--- config.mk ---
export PLATFORM = sky130hd
export DESIGN_NAME = vga_timing_monitor_flat
export DESIGN_NICKNAME = d
export VERILOG_FILES = /design/src/rtl/vga_timing_monitor_if.sv /design/src/rtl/vga_timing_monitor.sv /design/src/flat_wrapper.sv
export SDC_FILE = /design/constraint.sdc
export NUM_CORES = 1
export LEC_CHECK = 0
export CAP_MARGIN = 0
export CORE_MARGIN = 4
export CORE_UTILIZATION = 45
export CTS_CLUSTER_SIZE = 24
export DETAILED_ROUTE_END_ITERATION = 8
export PLACE_DENSITY = 0.66
export REMOVE_ABC_BUFFERS = 1
export SLEW_MARGIN = 20
export SYNTH_ARGS = -nofsm -noshare
export SYNTH_HDL_FRONTEND = slang
export SYNTH_SLANG_ARGS = --single-unit
--- constraint.sdc ---
create_clock -name clk -period 6.39 [get_ports clk]
set_clock_uncertainty 0.05 [all_clocks]
set_input_delay 0.9585 -clock clk [delete_from_list [all_inputs] [get_ports clk]]
set_output_delay 0.9585 -clock clk [all_outputs]
set_load 0.02 [all_outputs]
--- src/rtl/vga_timing_monitor_if.sv ---
// Pixel-stream bundle between a VGA timing source and the monitor.
// master drives pixEn/hSync/vSync/bright; slave returns lock status and x/y.
interface vga_timing_monitor_if;
  logic       pixEn;
  logic       hSync;
  logic       vSync;
  logic       bright;
  logic       pixValid;
  logic [9:0] pixX;
  logic [9:0] pixY;
  logic       frameStart;
  logic       locked;
  logic       syncErr;
  logic [9:0] lineLen;
  logic [9:0] frameLines;

  modport master (
    output pixEn, hSync, vSync, bright,
    input  pixValid, pixX, pixY, frameStart,
    input  locked, syncErr, lineLen, frameLines
  );

  modport slave (
    input  pixEn, hSync, vSync, bright,
    output pixValid, pixX, pixY, frameStart,
    output locked, syncErr, lineLen, frameLines
  );
endinterface

--- src/rtl/vga_timing_monitor.sv ---
// VGA receive-side timing monitor: measures line/frame timing, locks, and
// regenerates visible x/y. Ports: clk, rst_n, vif (slave: syncs in, status out).
module vga_timing_monitor #(
  parameter int H_TOTAL     = 800,
  parameter int V_TOTAL     = 525,
  parameter int LOCK_FRAMES = 2
) (
  input logic clk,
  input logic rst_n,
  vga_timing_monitor_if.slave vif
);

  localparam logic [9:0] H_TOT  = 10'(H_TOTAL);
  localparam logic [9:0] V_TOT  = 10'(V_TOTAL);
  localparam logic [2:0] LOCK_N = 3'(LOCK_FRAMES);
  localparam logic [9:0] SAT    = 10'h3ff;

  typedef enum logic [1:0] {
    SEARCH  = 2'd0,
    MEASURE = 2'd1,
    LOCKED  = 2'd2
  } state_t;

  state_t     state_q, state_d;
  logic [2:0] good_cnt_q, good_cnt_d;
  logic       h_prev_q, h_prev_d;
  logic       v_prev_q, v_prev_d;
  logic [9:0] h_per_cnt_q, h_per_cnt_d;
  logic [9:0] line_cnt_q, line_cnt_d;
  logic [9:0] line_len_q, line_len_d;
  logic [9:0] frame_lines_q, frame_lines_d;
  logic       line_err_q, line_err_d;
  logic [9:0] x_cnt_q, x_cnt_d;
  logic [9:0] y_cnt_q, y_cnt_d;
  logic       lhb_q, lhb_d;
  logic       pix_valid_q, pix_valid_d;
  logic [9:0] pix_x_q, pix_x_d;
  logic [9:0] pix_y_q, pix_y_d;
  logic       frame_start_q, frame_start_d;
  logic       sync_err_q, sync_err_d;

  logic       h_rise;
  logic       v_rise;
  logic       per_bad;
  logic       frame_ok;
  logic [9:0] new_fl;
  logic [9:0] cur_x;
  logic [2:0] good_inc;

  always_comb begin
    h_rise = vif.pixEn & vif.hSync & ~h_prev_q;
    v_rise = vif.pixEn & vif.vSync & ~v_prev_q;
    per_bad = h_rise & (h_per_cnt_q != H_TOT);
    // a coincident hRise closes the line that ends the old frame
    if (h_rise && line_cnt_q != SAT) begin
      new_fl = line_cnt_q + 10'd1;
    end else begin
      new_fl = line_cnt_q;
    end
    frame_ok = ~line_err_q & ~per_bad & (new_fl == V_TOT);
    cur_x = h_rise ? 10'd0 : x_cnt_q;
    good_inc = good_cnt_q + 3'd1;
  end

  always_comb begin
    state_d       = state_q;
    good_cnt_d    = good_cnt_q;
    h_prev_d      = h_prev_q;
    v_prev_d      = v_prev_q;
    h_per_cnt_d   = h_per_cnt_q;
    line_cnt_d    = line_cnt_q;
    line_len_d    = line_len_q;
    frame_lines_d = frame_lines_q;
    line_err_d    = line_err_q;
    x_cnt_d       = x_cnt_q;
    y_cnt_d       = y_cnt_q;
    lhb_d         = lhb_q;
    pix_x_d       = pix_x_q;
    pix_y_d       = pix_y_q;
    pix_valid_d   = 1'b0;
    frame_start_d = 1'b0;
    sync_err_d    = 1'b0;

    if (vif.pixEn) begin
      h_prev_d = vif.hSync;
      v_prev_d = vif.vSync;

      if (h_rise) begin
        line_len_d  = h_per_cnt_q;
        h_per_cnt_d = 10'd1;
      end else if (h_per_cnt_q != SAT) begin
        h_per_cnt_d = h_per_cnt_q + 10'd1;
      end

      if (v_rise) begin
        frame_lines_d = new_fl;
        line_cnt_d    = 10'd0;
      end else if (h_rise && line_cnt_q != SAT) begin
        line_cnt_d = line_cnt_q + 10'd1;
      end

      if (v_rise) begin
        line_err_d = 1'b0;
      end else if (per_bad) begin
        line_err_d = 1'b1;
      end

      if (vif.bright) begin
        x_cnt_d = cur_x + 10'd1;
      end else if (h_rise) begin
        x_cnt_d = 10'd0;
      end

      // y only advances past lines that actually carried pixels
      if (v_rise) begin
        y_cnt_d = 10'd0;
        lhb_d   = 1'b0;
      end else if (h_rise) begin
        if (lhb_q) begin
          y_cnt_d = y_cnt_q + 10'd1;
        end
        lhb_d = vif.bright;
      end else if (vif.bright) begin
        lhb_d = 1'b1;
      end

      if (vif.bright && state_q == LOCKED) begin
        pix_valid_d = 1'b1;
        pix_x_d     = cur_x;
        pix_y_d     = y_cnt_q;
      end

      case (state_q)
        SEARCH: begin
          if (v_rise) begin
            state_d    = MEASURE;
            good_cnt_d = 3'd0;
          end
        end
        MEASURE: begin
          if (v_rise) begin
            if (frame_ok) begin
              good_cnt_d = good_inc;
              if (good_inc >= LOCK_N) begin
                state_d       = LOCKED;
                frame_start_d = 1'b1;
              end
            end else begin
              good_cnt_d = 3'd0;
            end
          end
        end
        LOCKED: begin
          if (per_bad || (v_rise && !frame_ok)) begin
            state_d    = MEASURE;
            good_cnt_d = 3'd0;
            sync_err_d = 1'b1;
          end else if (v_rise) begin
            frame_start_d = 1'b1;
          end
        end
        default: begin
          state_d    = SEARCH;
          good_cnt_d = 3'd0;
        end
      endcase
    end
  end

  always_ff @(posedge clk or negedge rst_n) begin
    if (!rst_n) begin
      state_q       <= SEARCH;
      good_cnt_q    <= 3'd0;
      h_prev_q      <= 1'b0;
      v_prev_q      <= 1'b0;
      h_per_cnt_q   <= 10'd0;
      line_cnt_q    <= 10'd0;
      line_len_q    <= 10'd0;
      frame_lines_q <= 10'd0;
      line_err_q    <= 1'b0;
      x_cnt_q       <= 10'd0;
      y_cnt_q       <= 10'd0;
      lhb_q         <= 1'b0;
      pix_valid_q   <= 1'b0;
      pix_x_q       <= 10'd0;
      pix_y_q       <= 10'd0;
      frame_start_q <= 1'b0;
      sync_err_q    <= 1'b0;
    end else begin
      state_q       <= state_d;
      good_cnt_q    <= good_cnt_d;
      h_prev_q      <= h_prev_d;
      v_prev_q      <= v_prev_d;
      h_per_cnt_q   <= h_per_cnt_d;
      line_cnt_q    <= line_cnt_d;
      line_len_q    <= line_len_d;
      frame_lines_q <= frame_lines_d;
      line_err_q    <= line_err_d;
      x_cnt_q       <= x_cnt_d;
      y_cnt_q       <= y_cnt_d;
      lhb_q         <= lhb_d;
      pix_valid_q   <= pix_valid_d;
      pix_x_q       <= pix_x_d;
      pix_y_q       <= pix_y_d;
      frame_start_q <= frame_start_d;
      sync_err_q    <= sync_err_d;
    end
  end

  assign vif.pixValid   = pix_valid_q;
  assign vif.pixX       = pix_x_q;
  assign vif.pixY       = pix_y_q;
  assign vif.frameStart = frame_start_q;
  assign vif.locked     = (state_q == LOCKED);
  assign vif.syncErr    = sync_err_q;
  assign vif.lineLen    = line_len_q;
  assign vif.frameLines = frame_lines_q;

endmodule
--- src/flat_wrapper.sv ---
// flat-port wrapper written by rule: the top's interface ports become plain ports
module vga_timing_monitor_flat 
#(
  parameter int H_TOTAL     = 800,
  parameter int V_TOTAL     = 525,
  parameter int LOCK_FRAMES = 2
)
  (clk, rst_n, vif_pixEn, vif_hSync, vif_vSync, vif_bright, vif_pixValid, vif_pixX, vif_pixY, vif_frameStart, vif_locked, vif_syncErr, vif_lineLen, vif_frameLines);
  vga_timing_monitor_if vif_i ();
  input logic clk;
  input logic rst_n;
  input wire logic [$bits(vif_i.pixEn)-1:0] vif_pixEn;
  input wire logic [$bits(vif_i.hSync)-1:0] vif_hSync;
  input wire logic [$bits(vif_i.vSync)-1:0] vif_vSync;
  input wire logic [$bits(vif_i.bright)-1:0] vif_bright;
  output wire logic [$bits(vif_i.pixValid)-1:0] vif_pixValid;
  output wire logic [$bits(vif_i.pixX)-1:0] vif_pixX;
  output wire logic [$bits(vif_i.pixY)-1:0] vif_pixY;
  output wire logic [$bits(vif_i.frameStart)-1:0] vif_frameStart;
  output wire logic [$bits(vif_i.locked)-1:0] vif_locked;
  output wire logic [$bits(vif_i.syncErr)-1:0] vif_syncErr;
  output wire logic [$bits(vif_i.lineLen)-1:0] vif_lineLen;
  output wire logic [$bits(vif_i.frameLines)-1:0] vif_frameLines;
  assign vif_i.pixEn = vif_pixEn;
  assign vif_i.hSync = vif_hSync;
  assign vif_i.vSync = vif_vSync;
  assign vif_i.bright = vif_bright;
  assign vif_pixValid = vif_i.pixValid;
  assign vif_pixX = vif_i.pixX;
  assign vif_pixY = vif_i.pixY;
  assign vif_frameStart = vif_i.frameStart;
  assign vif_locked = vif_i.locked;
  assign vif_syncErr = vif_i.syncErr;
  assign vif_lineLen = vif_i.lineLen;
  assign vif_frameLines = vif_i.frameLines;
  vga_timing_monitor #(.H_TOTAL(H_TOTAL), .V_TOTAL(V_TOTAL), .LOCK_FRAMES(LOCK_FRAMES)) u_core (.clk(clk), .rst_n(rst_n), .vif(vif_i));
endmodule
==> impl_metrics.py <==
metrics = {
    "outcome": {
        "status": "finished clean",
    },
    "drt": {
        "ant_nets": 0,
        "post_drt_wl_per_cell_microns": 13.8,
        "wirelength_mm": 8.35,
        "maxUsedRoutingLayer": "met4",
        "first_iter_violations": 117,
        "vias": 3077,
        "drc": 0,
        "via_per_inst": 5.10,
        "wl_met3_microns": 298,
        "route.met2.wl_mm": 3.91,
        "drtPass1Iterations": 4,
        "met1_length_mm": 4.04,
    },
    "floorplan": {
        "die_w_microns": 105,
        "initial_core_util": 0.462,
        "die_area_sq_um": 11100,
        "coreArea_sq_um": 9240,
        "fp-row-count": 35,
        "pin_count": 50,
        "die_h_microns": 105,
    },
    "power": {
        "p_per_area_nw_per_um2": 253,
        "p_switching_mw": 0.384,
        "internal_power_mw": 0.888,
        "power.leakage_nw": 2.27,
        "power_mw": 1.27,
        "clkPwrFrac": 0.270,
        "seqPwrFrac": 0.540,
        "vdd_drop_max_mv": 0.151,
        "swShare": 0.302,
        "pwr-share-comb": 0.189,
    },
    "global_routing": {
        "grt_pass1_vias": 3054,
        "overflow": 0,
        "antenna_found_initial": 0,
        "grt_max_degree": 65,
        "grt_pass1_wl_mm": 14.5,
        "grtUsageTotal": 0.159,
    },
    "sta": {
        "max_freq_mhz": 273,
        "whs_ns": 0.432,
        "hold_viol": 0,
        "grt_setup_unrepaired": "false",
        "finalMaxSlewViolations": 0,
        "relSlewSlack": 0.375,
        "fin_crit_sh": 0.573,
        "min_period_ns": 3.66,
        "worst_slew_pin_slew_ns": 0.934,
        "setup_viol": 0,
        "fin_setup_tns_ns": 0,
    },
    "worst_setup_path": {
        "end_kind": "flip-flop",
        "slowest_delay_ns": 0.86,
        "r2r_slack_ns": 3.63,
        "reg2reg_depth": 8,
        "cp.required_ns": 6.61,
        "cp_cell_sequence": "clkdlybuf4s50_1 > and3b_1 > nand2_1 > a21boi_0 > nand3_1 > or3_1 > a21oi_1",
        "worstPathArrival_ns": 3.89,
        "criticalPathCategory": "in -> reg",
        "crit_slowest_cell": "and3b_1",
        "r2r_end": "u_core.state_q[0]",
        "crit_fanout": 27,
        "start_kind": "primary input",
        "r2r_start": "u_core.line_cnt_q[0]",
    },
    "placement": {
        "gp_congestion": 0.865,
        "dp_hpwl_mm": 5.91,
        "portBuffers": 49,
        "placedInstanceArea_sq_um": 4850,
    },
    "job": {
        "maxCapViolCount": 0,
    },
    "layout": {
        "final_cell_mix": "dfrtp_1, nand2_1, nor2_1",
        "synthToLayoutAreaGrowth_pct": 17.6,
        "final_common_cell": "dfrtp_1",
        "design_area_sq_um": 5020,
        "diodes": 0,
        "fill_cells": 851,
        "finalNetCount": 485,
        "drive_above_1_share": 0.0928,
        "utilization": 0.543,
    },
    "synth": {
        "netlist_area_sq_um": 4270,
        "synth_area_leaders": "dfrtp_1, nand2_1, nor2_1",
        "synth_compound_area_frac": 0.0821,
        "yosysUniqueCellTypes": 54,
        "yosys_warnings": 0,
        "synthSimpleGateAreaFrac": 0.213,
        "synthAdderAreaFrac": 0.0293,
        "ys_async_sr_fraction": 1.00,
        "synth_edf_count": 0,
        "yosysSeqAreaShare": 0.539,
        "synthFlopType": "dfrtp_1",
        "synth_top_area_share": 0.539,
        "synth_top_family_by_area": "simple AND/OR/NAND/NOR gates",
        "synthCells": 424,
        "synth.avg_cell_area_sq_um": 10.1,
        "synth-xor-area-share": 0.0493,
        "ys_seq_elements": 92,
        "synth_top_area_cell": "dfrtp_1",
        "synthMuxAreaShare": 0.0536,
    },
    "cts": {
        "cts_max_level": 3,
        "insertion_delay_ns": 0.35,
        "numCtsBuffers": 9,
        "clock_path_buffers": 2,
        "clockRootBuffer": "clkbuf_8",
        "ctsHoldBuffers": 0,
        "tritoncts": "built",
        "postCtsSetupBuffers": 0,
        "clkSlewWorstSetupHoldPaths_ns": 0.09,
        "clock-sinks": 92,
        "post_cts_resized": 0,
    },
    "worst_hold_path": {
        "hold_path_depth": 2,
        "min_to": "u_core.vif.lineLen[9]",
        "min_from": "u_core.vif.lineLen[9]",
        "hold_path.class": "reg -> reg",
    },
}
## how the worst max path moves through the flow
stage                     depth (start not counted)                    to       from  slack, ns
after floorplan                                   7  u_core.good_cnt_q[1]  vif_hSync       3.07
after global placement                            7     u_core.y_cnt_q[9]  vif_pixEn       2.47
after detailed placement                          7     u_core.y_cnt_q[9]  vif_pixEn       2.35
after CTS                                         7     u_core.y_cnt_q[9]  vif_pixEn       2.71
after global routing                              9     u_core.state_q[0]  vif_pixEn       2.49
final                                             7     u_core.y_cnt_q[9]  vif_pixEn       2.73
## critical path, delay by kind of cell
family	cells	cell delay, ns
compound gates	2	0.43
simple gates	4	1.73
buf+inv	1	0.76
## layer usage
layer / vias to the layer above / global-route usage
li1: 1536 / -
met5: - / 0
met2: 51 / 0.254
met1: 1482 / 0.219
met3: 8 / 0.0312
met4: 0 / 0.0506
## per-stage QoR
stage          std cells  setup WS, ns
2_1_floorplan        406          3.07
3_3_place_gp         587          2.47
3_5_place_dp         587          2.35
4_1_cts              603          2.71
5_1_grt              603          2.49
6_report             603          2.73
## final cells by class
cell class	instances	area (sq um)	share of cell area
flip-flops and latches	92	2300	0.459
inverters	14	52.6	0.0105
clock buffers	11	131	0.0262
clock inverters	5	36.3	0.00723
multi-input cells	300	1830	0.364
well taps	129	161	0.0322
repair buffers	52	510	0.102
## power by group through the flow
stage          sequential, mW  combinational, mW  clock [mW]
2_1_floorplan           0.718              0.117           0
3_3_place_gp            0.697              0.240           0
3_5_place_dp            0.700              0.244           0
4_1_cts                 0.689              0.245       0.358
5_1_grt                 0.698              0.268       0.382
6_report                0.688              0.241       0.344
## Yosys cell counts (all sizes together), types with 2 or more instances
master,n
xor2,16
a22o,6
dfrtp,92
nand4,7
nand2,70
and3,4
clkbuf,12
mux2i,6
nand3b,2
or3,4
nor2b,2
nor3,7
xnor2,8
mux2,15
a31oi,3
nand3,21
buf,6
a21oi,13
and2,5
nand4b,2
nor4,3
nor2,51
nand2b,2
ha,10
o21ai,26
inv,14
o31a,2
and4,2
## registers in the layout, summed over array words and instances (netlist names)
name                   cells
u_core.lhb_q               1
u_core.line_err_q          1
u_core.vif.syncErr         1
u_core.line_cnt_q         10
u_core.x_cnt_q            10
u_core.vif.pixY           10
u_core.v_prev_q            1
u_core.state_q             2
u_core.h_prev_q            1
u_core.h_per_cnt_q        10
u_core.vif.frameStart      1
u_core.vif.pixValid        1
u_core.good_cnt_q          3
u_core.vif.pixX           10
u_core.y_cnt_q            10
u_core.vif.frameLines     10
u_core.vif.lineLen        10
## logic make-up (layout without fill, tap and decap cells)
| logic type | count (synthesis) | in the layout |
|---|---|---|
| adder cells (fa/ha/maj) | 10 | 10 |
| flip-flops | 92 | 92 |
| multiplexers | 21 | 21 |
| AO/OA/AOI/OAI | 57 | 57 |
| buffers and inverters | 32 | 82 |
| AND/OR/NAND/NOR | 188 | 188 |
| XOR/XNOR | 24 | 24 |
No activity file was read; power rests on OpenSTA's default activity.
